`config.mk`:
```
export PLATFORM = sky130hd
export DESIGN_NAME = thermo_shift_out
export DESIGN_NICKNAME = d
export VERILOG_FILES = /design/src/rtl/thermo_shift_out.sv
export SDC_FILE = /design/constraint.sdc
export NUM_CORES = 1
export LEC_CHECK = 0
export CAP_MARGIN = 20
export CORE_MARGIN = 3
export CORE_UTILIZATION = 53
export DETAILED_ROUTE_END_ITERATION = 6
export PLACE_DENSITY = 0.8
export SYNTH_ARGS = -nofsm -noshare
export SYNTH_HDL_FRONTEND = slang
export SYNTH_SLANG_ARGS = --single-unit
```
`constraint.sdc`:
```
create_clock -name clk -period 5.1 [get_ports clk]
set_input_delay 0.765 -clock clk [delete_from_list [all_inputs] [get_ports clk]]
set_output_delay 0.765 -clock clk [all_outputs]
set_load 0.1 [all_outputs]
```
`src/rtl/thermo_shift_out.sv`:
```
// Bubble-corrects a 15-bit thermometer code, reports its binary level, and shifts
// {bubble_err, corrected code} MSB first to a 74HC595-style LED bar on each change.
module thermo_shift_out #(
    parameter int SCLK_DIV = 4
) (
    input  logic        clk,
    input  logic        reset,
    input  logic [14:0] thermo_in,
    output logic        sclk,
    output logic        sdata,
    output logic        latch,
    output logic        busy,
    output logic [3:0]  level,
    output logic        bubble_err
);
    localparam logic [7:0] DIV_LAST = 8'(SCLK_DIV - 1);

    typedef enum logic [1:0] {IDLE, SHIFT_LO, SHIFT_HI, LATCH} state_t;

    logic [14:0] code_reg;
    logic [14:0] corr_reg;
    logic [14:0] sent_reg;
    logic [14:0] corr_next;
    logic [3:0]  level_next;
    logic [15:0] frame_reg;
    logic [3:0]  bit_cnt_reg;
    logic [7:0]  div_cnt_reg;
    logic        force_reg;
    logic        phase_done;
    state_t      state_reg;

    always_comb begin
        level_next = '0;
        for (int i = 0; i < 15; i++) begin
            level_next = level_next + {3'b000, code_reg[i]};
        end
    end

    // Corrected code keeps exactly the low `level` bits set.
    generate
        for (genvar gi = 0; gi < 15; gi++) begin : g_corr
            assign corr_next[gi] = (level_next > 4'(gi));
        end
    endgenerate

    always_ff @(posedge clk) begin
        if (!reset) begin
            code_reg   <= '0;
            level      <= '0;
            corr_reg   <= '0;
            bubble_err <= 1'b0;
        end else begin
            code_reg   <= thermo_in;
            level      <= level_next;
            corr_reg   <= corr_next;
            bubble_err <= (code_reg != corr_next);
        end
    end

    assign phase_done = (div_cnt_reg == DIV_LAST);

    always_ff @(posedge clk) begin
        if (!reset) begin
            state_reg   <= IDLE;
            sclk        <= 1'b0;
            sdata       <= 1'b0;
            latch       <= 1'b0;
            busy        <= 1'b0;
            frame_reg   <= '0;
            sent_reg    <= '0;
            force_reg   <= 1'b1;
            bit_cnt_reg <= '0;
            div_cnt_reg <= '0;
        end else begin
            case (state_reg)
                IDLE: begin
                    if (force_reg || (corr_reg != sent_reg)) begin
                        frame_reg   <= {bubble_err, corr_reg};
                        sent_reg    <= corr_reg;
                        force_reg   <= 1'b0;
                        bit_cnt_reg <= 4'd15;
                        div_cnt_reg <= '0;
                        sdata       <= bubble_err;
                        busy        <= 1'b1;
                        state_reg   <= SHIFT_LO;
                    end
                end
                SHIFT_LO: begin
                    if (phase_done) begin
                        div_cnt_reg <= '0;
                        sclk        <= 1'b1;
                        state_reg   <= SHIFT_HI;
                    end else begin
                        div_cnt_reg <= div_cnt_reg + 8'd1;
                    end
                end
                SHIFT_HI: begin
                    if (phase_done) begin
                        div_cnt_reg <= '0;
                        sclk        <= 1'b0;
                        if (bit_cnt_reg == 4'd0) begin
                            sdata     <= 1'b0;
                            latch     <= 1'b1;
                            state_reg <= LATCH;
                        end else begin
                            // Data moves only as sclk falls, so it is stable across the high phase.
                            frame_reg   <= {frame_reg[14:0], 1'b0};
                            sdata       <= frame_reg[14];
                            bit_cnt_reg <= bit_cnt_reg - 4'd1;
                            state_reg   <= SHIFT_LO;
                        end
                    end else begin
                        div_cnt_reg <= div_cnt_reg + 8'd1;
                    end
                end
                LATCH: begin
                    if (phase_done) begin
                        div_cnt_reg <= '0;
                        latch       <= 1'b0;
                        busy        <= 1'b0;
                        state_reg   <= IDLE;
                    end else begin
                        div_cnt_reg <= div_cnt_reg + 8'd1;
                    end
                end
                default: state_reg <= IDLE;
            endcase
        end
    end
endmodule
```
After elaboration in Yosys (flattened, before gate mapping):

Cells that the tools add are included.

* flip-flop bits (word level): 84
* bits in latches: 0
* RAM bits: 0
* bits in read-only memories: 0
* input port bits: 17
* output and inout bits: 9
* logic and storage cells: 101
* memories kept: 0

* $add $sub $neg: 16
* $mul: 0
* div/mod/pow operators: 0
* order comparisons: 15
* equal/unequal tests: 12
* shift operators: 0
* mux-type cells: 29
* bitwise gates (word level): 0
* reduce and logical (&&, ||, !) cells: 15

Operators by type and width (count)
* $mux W15: 3
* $add A4 B1 Y4: 11
* $ne A15 B15 Y1: 2
* $pmux W15 S2: 1
* $gt A4 B4 Y1 const B: 7
* $gt A4 B3 Y1 const B: 4
* $mux W8: 2
* $pmux W8 S2: 1
* $mux W4: 3
* $ne A2 B2 Y1 const B: 6
* $reduce_and A4 Y1: 3
* $mux W2: 5
* $reduce_and A3 Y1: 3
* $add A8 B1 Y8 const B: 1
* $eq A8 B2 Y1 const B: 1
* $gt A4 B1 Y1 const B: 2
* $gt A4 B2 Y1 const B: 2
* $mux W1: 8
* $pmux W1 S2: 4
* $pmux W2 S4: 1
* $pmux W4 S2: 1
* $reduce_bool A2 Y1: 4
* $add A3 B1 Y4: 1
* $eq A2 B2 Y1 const B: 2
* other kinds (9): 9

Depth between registers and ports, before layout:

Gate-level depths: netlist of the first run.

* word-level depth: 16
* depth in mapped cells: 17
* depth with buffers taken out: 15

Worst setup path after synthesis of the first run:

Ideal clock, no wire load.

* kind: flip-flop to flip-flop
* from: register code_reg[0]
* to: register bubble_err
* library setup time: 0.125 ns
* arrival: 4.770 ns
* data required time: 4.975 ns
* setup slack: 0.205 ns
* cell stages (with the launch flop): 17
* buffers on the path: 2
* clock period less this slack: 4.895 ns
* path through: dfxtp_1 fa_1 inv_1 fa_1 fa_1 fa_1 inv_1 fa_1 fa_1 buf_4 xor2_2 buf_6 nand2_2 a32oi_1 a31oi_1 or4_1 o41a_1

* longest elaborated chain between the ends: 16
* elaborated cells on any way between the ends: 30
* those cells by class: 14 x add/sub; 15 x order compare; 1 x eq/ne

Ends and longest elaborated chain
* start, declared: line 20 `logic [14:0] code_reg;`
* start signal, assigned: line 53 `code_reg <= thermo_in;`
* $add A1 B1 Y2: line 35 `level_next = level_next + {3'b000, code_reg[i]};`
* $add A2 B1 Y3: line 35
* $add A3 B1 Y4: line 35
* $add A4 B1 Y4 (11 in series): line 35
* $gt A4 B1 Y1, or another cell as far along: line 42 `assign corr_next[gi] = (level_next > 4'(gi));`
* $ne A15 B15 Y1 *: line 56 `bubble_err <= (code_reg != corr_next);`
* end signal, assigned: line 56
* end, declared: line 14 `output logic bubble_err`

Mark *: on every way between the ends. The rest lies on a longest branch, timed or not.
A chain may end at the register's enable or synchronous reset.

Final worst setup path of the first run:

* from: register code_reg[7]
* to: register bubble_err

* longest elaborated chain between the ends: 10
* elaborated cells on any way between the ends: 24
* those cells by class: 8 x add/sub; 15 x order compare; 1 x eq/ne

Ends and longest elaborated chain
* $add A4 B1 Y4 * (8 in series): line 35
* via level_next[1]: line 24 `logic [3:0] level_next;`
* $gt A4 B1 Y1, or another cell as far along: line 42
* $ne A15 B15 Y1 *: line 56

Mark *: on every way through the listed nets, which the timed path passes. The rest lies on a longest branch.

==> out/qor.yml, run 1 <==
finalNetCount: 498
synth_nets: 469
yosysMostFrequentCell: "dfxtp_1"
ys_types: 50
worst_slack_ns: 0.0901
p_int_mw: 1.36
synth_ff_type: "dfxtp_1"
clkSinkCount: 83
slowest_delay_ns: 0.66
swShare_pct: 40.5
maxSlewViolCount: 0
clk-insertion-delay-late_ns: 0.35
ir_drop_mv: 0.216
fin_crit_sh_pct: 98.2
hold_class: "register to register"
grt_pass1_vias: 2991
dieHeight_um: 91.3
timing.rr.end: "bubble_err"
synth_seq_cells: 83
dp_hpwl_um: 5940
max_cap_violations: 0
wire_per_inst_um: 15.1
async_flop_share_pct: 0
cp_cell_sequence: "inv_1 > fa_1 > fa_1 > fa_1 > fa_1 > inv_1 > fa_2 > fa_2 > buf_6 > nand3_4 > a32oi_1 > a31oi_1 > or4_1 > o41a_1"
core_area_um2: 6910
drc: 0
tritoncts: "done"
antenna_found_initial: 0
io_pins: 26
setup.worst_path.class: "register to register"
globalRouteTotalUtil_pct: 20.5
yosys_warnings: 0
io_buffers: 25
cp_num_buf_inv: 3
r2r_start: "code_reg[7]"
first_pass_iters: 5
fin_cells: 568
dpl_worst_slack_ns: 0.0233
fmax_mhz: 200
grt-ovfl-total: 0
num_antenna_cells: 0
fp.dieW_um: 91.3
skew_ns: 0.0137
hold_violations: 0
h-tree-depth: 3
total_power_mw: 2.29
maxSlewHeadroom_pct: 34.7
syn_area_um2: 3850
syn2layout_area_growth_pct: 15.9
p_sw_uw: 930
yosysTopAreaCellShare_pct: 43.1
grt_pass1_wl_um: 13700
cp.depth: 14
worstRegToRegCells: 14
syn_area_per_cell_um2: 8.80
grt_max_degree: 52
drtIter0Drc: 204
critPathLaunchType: "register"
die_area_um2: 8330
gp_congestion: 0.964
rows: 30
seqPwrFrac_pct: 35.9
power_density_nw_per_um2: 514
slowest_stage: "fa_2"
crit_fanout: 6
fin_crit_ns: 5.01
status: "finished clean"
cts_buffer_depth: 2
reg2reg_slack_ns: 0.09
endpoint: "bubble_err"
yosysTopAreaCell: "dfxtp_1"
clockPowerShare_pct: 17.9
routed_wirelength_um: 8590
cp-end-kind: "register"
fin_util_pct: 64.7
clkTransAtPathRegs_ns: 0.08
clock-root-buffer: "clkbuf_8"
vias_per_cell: 5.69
power_frac_comb_pct: 46.2
crit_family: "adder cells"
ys_seq_area_share_pct: 43.1
syn-instance-count: 438
dp_cells: 547
routed-via-count: 3230
setup_viol: 0
tns_ns: 0
numCtsBuffers: 9
start_util_pct: 55.8
power.leakage_nw: 1.78
worstPathArrival_ns: 5.24
synth_edf_count: 0
layout-drive-gt1-share_pct: 9.75
yosys-top-cells-area: "dfxtp_1, fa_1, a21oi_1"
rsz0062_at_grt: "true"
crit_top_cell: "fa_1"
synthTopCellsByCount: "dfxtp_1, nor2_1, a21oi_1"
tightest_slew_ns: 0.976
worstPathRequired_ns: 5.33
crit_start: "code_reg[7]"
antenna_left: 0
## layer usage
metal  GRT usage (%)  share of wire (%)  vias up  routed length [um]
li1                -                  -     1571                   -
met1            25.4                 43     1516                3680
met2            33.5                 49      117                4210
met3            5.88                5.6       26                 480
met4            8.29                2.6        0                 221
met5               0                  0        -                   0
## cells in the final DEF (no fill, tap or decap), types with 3 or more instances in the layout
master,count
a211oi_1,17
a21oi_1,39
a22o_1,3
a311oi_1,5
a31oi_1,3
and2_1,20
and3_1,4
buf_4,15
clkbuf_8,9
clkdlybuf4s50_1,25
clkinv_2,3
dfxtp_1,79
dfxtp_2,4
fa_1,8
ha_1,4
inv_1,26
mux2i_1,15
nand2_1,36
nand2b_1,4
nand3_1,21
nand3b_1,6
nor2_1,45
nor3_1,5
nor4_1,6
o2111ai_1,3
o21ai_0,11
xor2_1,15
## cell families after synthesis
group	synth area share, %
buffers and inverters	5.65
muxes	3.90
DFF	43.1
xor gates and xnor gates	4.06
and+or+nand+nor	20.3
adders and majority gates	6.50
AOI/OAI and AO/OA	16.5
## per-stage QoR
stage               cell area (um^2)  hold slack (ns)
floorplan                       3850            0.427
global placement                4210            0.453
detailed placement              4210            0.461
CTS                             4380            0.472
global route                    4470            0.486
finish                          4470            0.469
## tightest hold or removal path, cell delays in order (launching register included)
cell     delay, ns
dfxtp_1       0.32
nand2_1       0.05
a21oi_1       0.05
## power by group through the flow
stage	logic [mW]	registers, mW	clock network, mW
after global placement	0.923	0.834	0
after floorplan	0.595	0.913	0
after detailed placement	0.950	0.838	0
after global routing	1.14	0.835	0.448
final	1.06	0.823	0.411
after CTS	0.963	0.822	0.419
## layout make-up
cell class	count	area [um^2]
Clock buffer	10	128
Clock inverter	6	40.0
Fill cell	595	2440
Inverter	27	101
Multi-Input combinational cell	303	2000
Sequential cell	83	1670
Tap cell	96	120
Timing Repair Buffer	43	413
## what timing repair did
item | 4_1_cts | 5_1_grt
gates resized for setup | 1 | 12
hold buffers | 0 | 0
endpoints found under the setup margin | 1 | 1
buffers inserted | 0 | 4
pin swaps | 0 | 9
## how the worst min path moves through the flow
| stage | cells past startpoint | end | slack, ns | startpoint |
|---|---|---|---|---|
| 2_1_floorplan | 1 | force_reg | 0.43 | force_reg |
| 3_3_place_gp | 2 | sent_reg[13] | 0.45 | sent_reg[13] |
| 3_5_place_dp | 2 | sent_reg[13] | 0.46 | sent_reg[13] |
| 4_1_cts | 2 | sent_reg[13] | 0.47 | sent_reg[13] |
| 5_1_grt | 2 | sent_reg[10] | 0.49 | sent_reg[10] |
| 6_report | 2 | sent_reg[13] | 0.47 | sent_reg[13] |
Power figures use the tool's default switching activity.
==> run 2: changes to the inputs <==
--- a/config.mk
+++ b/config.mk
@@ -7,9 +7,11 @@
 export LEC_CHECK = 0
 export CAP_MARGIN = 20
 export CORE_MARGIN = 3
-export CORE_UTILIZATION = 53
+export CORE_UTILIZATION = 25
+export CTS_CLUSTER_SIZE = 30
 export DETAILED_ROUTE_END_ITERATION = 6
-export PLACE_DENSITY = 0.8
+export PLACE_DENSITY = 0.46
+export REMOVE_ABC_BUFFERS = 1
 export SYNTH_ARGS = -nofsm -noshare
 export SYNTH_HDL_FRONTEND = slang
 export SYNTH_SLANG_ARGS = --single-unit
==> out/qor.yml, run 2 (synthesis results as in run 1) <==
routed-via-count: 3103
status: "finished clean"
h-tree-depth: 3
crit_fanout: 5
first_pass_iters: 4
start_util_pct: 26.0
drc: 0
finalNetCount: 499
io_buffers: 25
tightest_slew_ns: 0.979
seqPwrFrac_pct: 31.0
critPathLaunchType: "register"
num_antenna_cells: 0
clock-root-buffer: "clkbuf_16"
drtIter0Drc: 173
fill_cells: 1522
clk-insertion-delay-late_ns: 0.34
dp_hpwl_um: 6560
area.sequential_um2: 1670
maxSlewHeadroom_pct: 34.5
core_area_um2: 14800
layout-drive-gt1-share_pct: 11.0
io_pins: 26
routed_wirelength_um: 9360
grt_pass1_vias: 3102
cts_hold_buffers: 0
vias_per_cell: 4.72
power_density_nw_per_um2: 557
globalRouteTotalUtil_pct: 11.6
max_cap_violations: 0
skew_ns: 0.00511
rows: 44
grt-ovfl-total: 0
numCtsBuffers: 9
worstPathArrival_ns: 5.20
dieHeight_um: 130
syn2layout_area_growth_pct: 24.2
dp_cells: 637
setup.worst_path.class: "register to register"
clockPowerShare_pct: 28.0
fmax_mhz: 201
most-common-layout-cells: "dfxtp_1, nor2_1, a21oi_1"
maxSlewViolCount: 0
setup_viol: 0
swShare_pct: 36.5
antenna_left: 0
antenna_found_initial: 0
hold_class: "register to register"
layout_commonest_cell: "dfxtp_1"
ir_drop_mv: 0.229
cts_buffer_depth: 2
hold_violations: 0
clkSinkCount: 83
gp_congestion: 0.871
fin_crit_sh_pct: 97.6
clkTransAtPathRegs_ns: 0.06
grt_max_degree: 37
grt_pass1_wl_um: 15600
p_int_mw: 1.69
wire_per_inst_um: 14.2
p_sw_uw: 974
fin_crit_ns: 4.98
worstPathRequired_ns: 5.32
fin_cells: 657
cp-end-kind: "register"
power.leakage_nw: 1.87
fp.dieW_um: 130
multi_input_area_um2: 2020
tritoncts: "done"
hold_slack_ns: 0.466
die_area_um2: 16900
power_frac_comb_pct: 41.0
-- run 2: area by class of cell --
class | count | share of cell area [%]
timing repair buffer | 44 | 8.79
clock buffer | 9 | 4.71
multi-input combinational | 303 | 42.3
inverter | 27 | 2.12
sequential | 83 | 34.8
clock inverter | 7 | 2.43
tap | 184 | 4.81
-- run 2: path summary, 6_finish.rpt --
path	startpoint	to	slack (ns)	cells after the start
worst min register to register	sent_reg[8]	sent_reg[8]	0.47	2
worst min-delay path	sent_reg[8]	sent_reg[8]	0.47	2
worst max-delay path	code_reg[5]	bubble_err	0.12	14
worst max register to register	code_reg[5]	bubble_err	0.12	14
-- run 2: repair_timing --
| item | 4_1_cts | 5_1_grt |
|---|---|---|
| pin swaps | 0 | 9 |
| resized for setup | 1 | 17 |
| buffers inserted | 0 | 3 |
| setup endpoints to repair | 1 | 1 |
-- run 2: through the flow --
step	cell area (um^2)	power, mW	TNS [ns]	worst slack (ns)	utilization [%]
floorplan	3740	1.47	0	0.0117	-
detailed placement	4330	1.81	0	0.00264	29.2
CTS	4680	2.57	0	0.00564	31.6
global route	4780	2.83	-0.0344	-0.0344	32.3
finish	4780	2.67	0	0.123	32.3
global placement	4330	1.80	0	0.0451	29.2
-- run 2: power groups by stage --
stage | Clock (mW) | Combinational (mW) | Sequential (mW)
final | 0.747 | 1.09 | 0.825
after floorplan | 0 | 0.546 | 0.922
after global routing | 0.796 | 1.19 | 0.840
after CTS | 0.766 | 0.976 | 0.826
after detailed placement | 0 | 0.966 | 0.841
after global placement | 0 | 0.961 | 0.840
-- run 2: routing by layer --
layer  global-route usage [%]  up-vias  share of wire, %
met4                     4.89        0               1.8
met3                     2.99       13               3.1
met5                        0        -                 0
met1                     15.2     1462                49
li1                         -     1580                 -
met2                     18.1       48                47
-- run 2: critical path, stage by stage, from the launching register on --
cell     delay (ns)
dfxtp_2        0.34
inv_1          0.06
fa_1           0.49
fa_1           0.54
fa_1           0.44
fa_1           0.50
inv_1          0.06
fa_2           0.38
fa_2           0.65
or2_4          0.17
nand2_2        0.07
a32oi_1        0.21
a31oi_1        0.10
or4_1          0.52
o41a_1         0.31
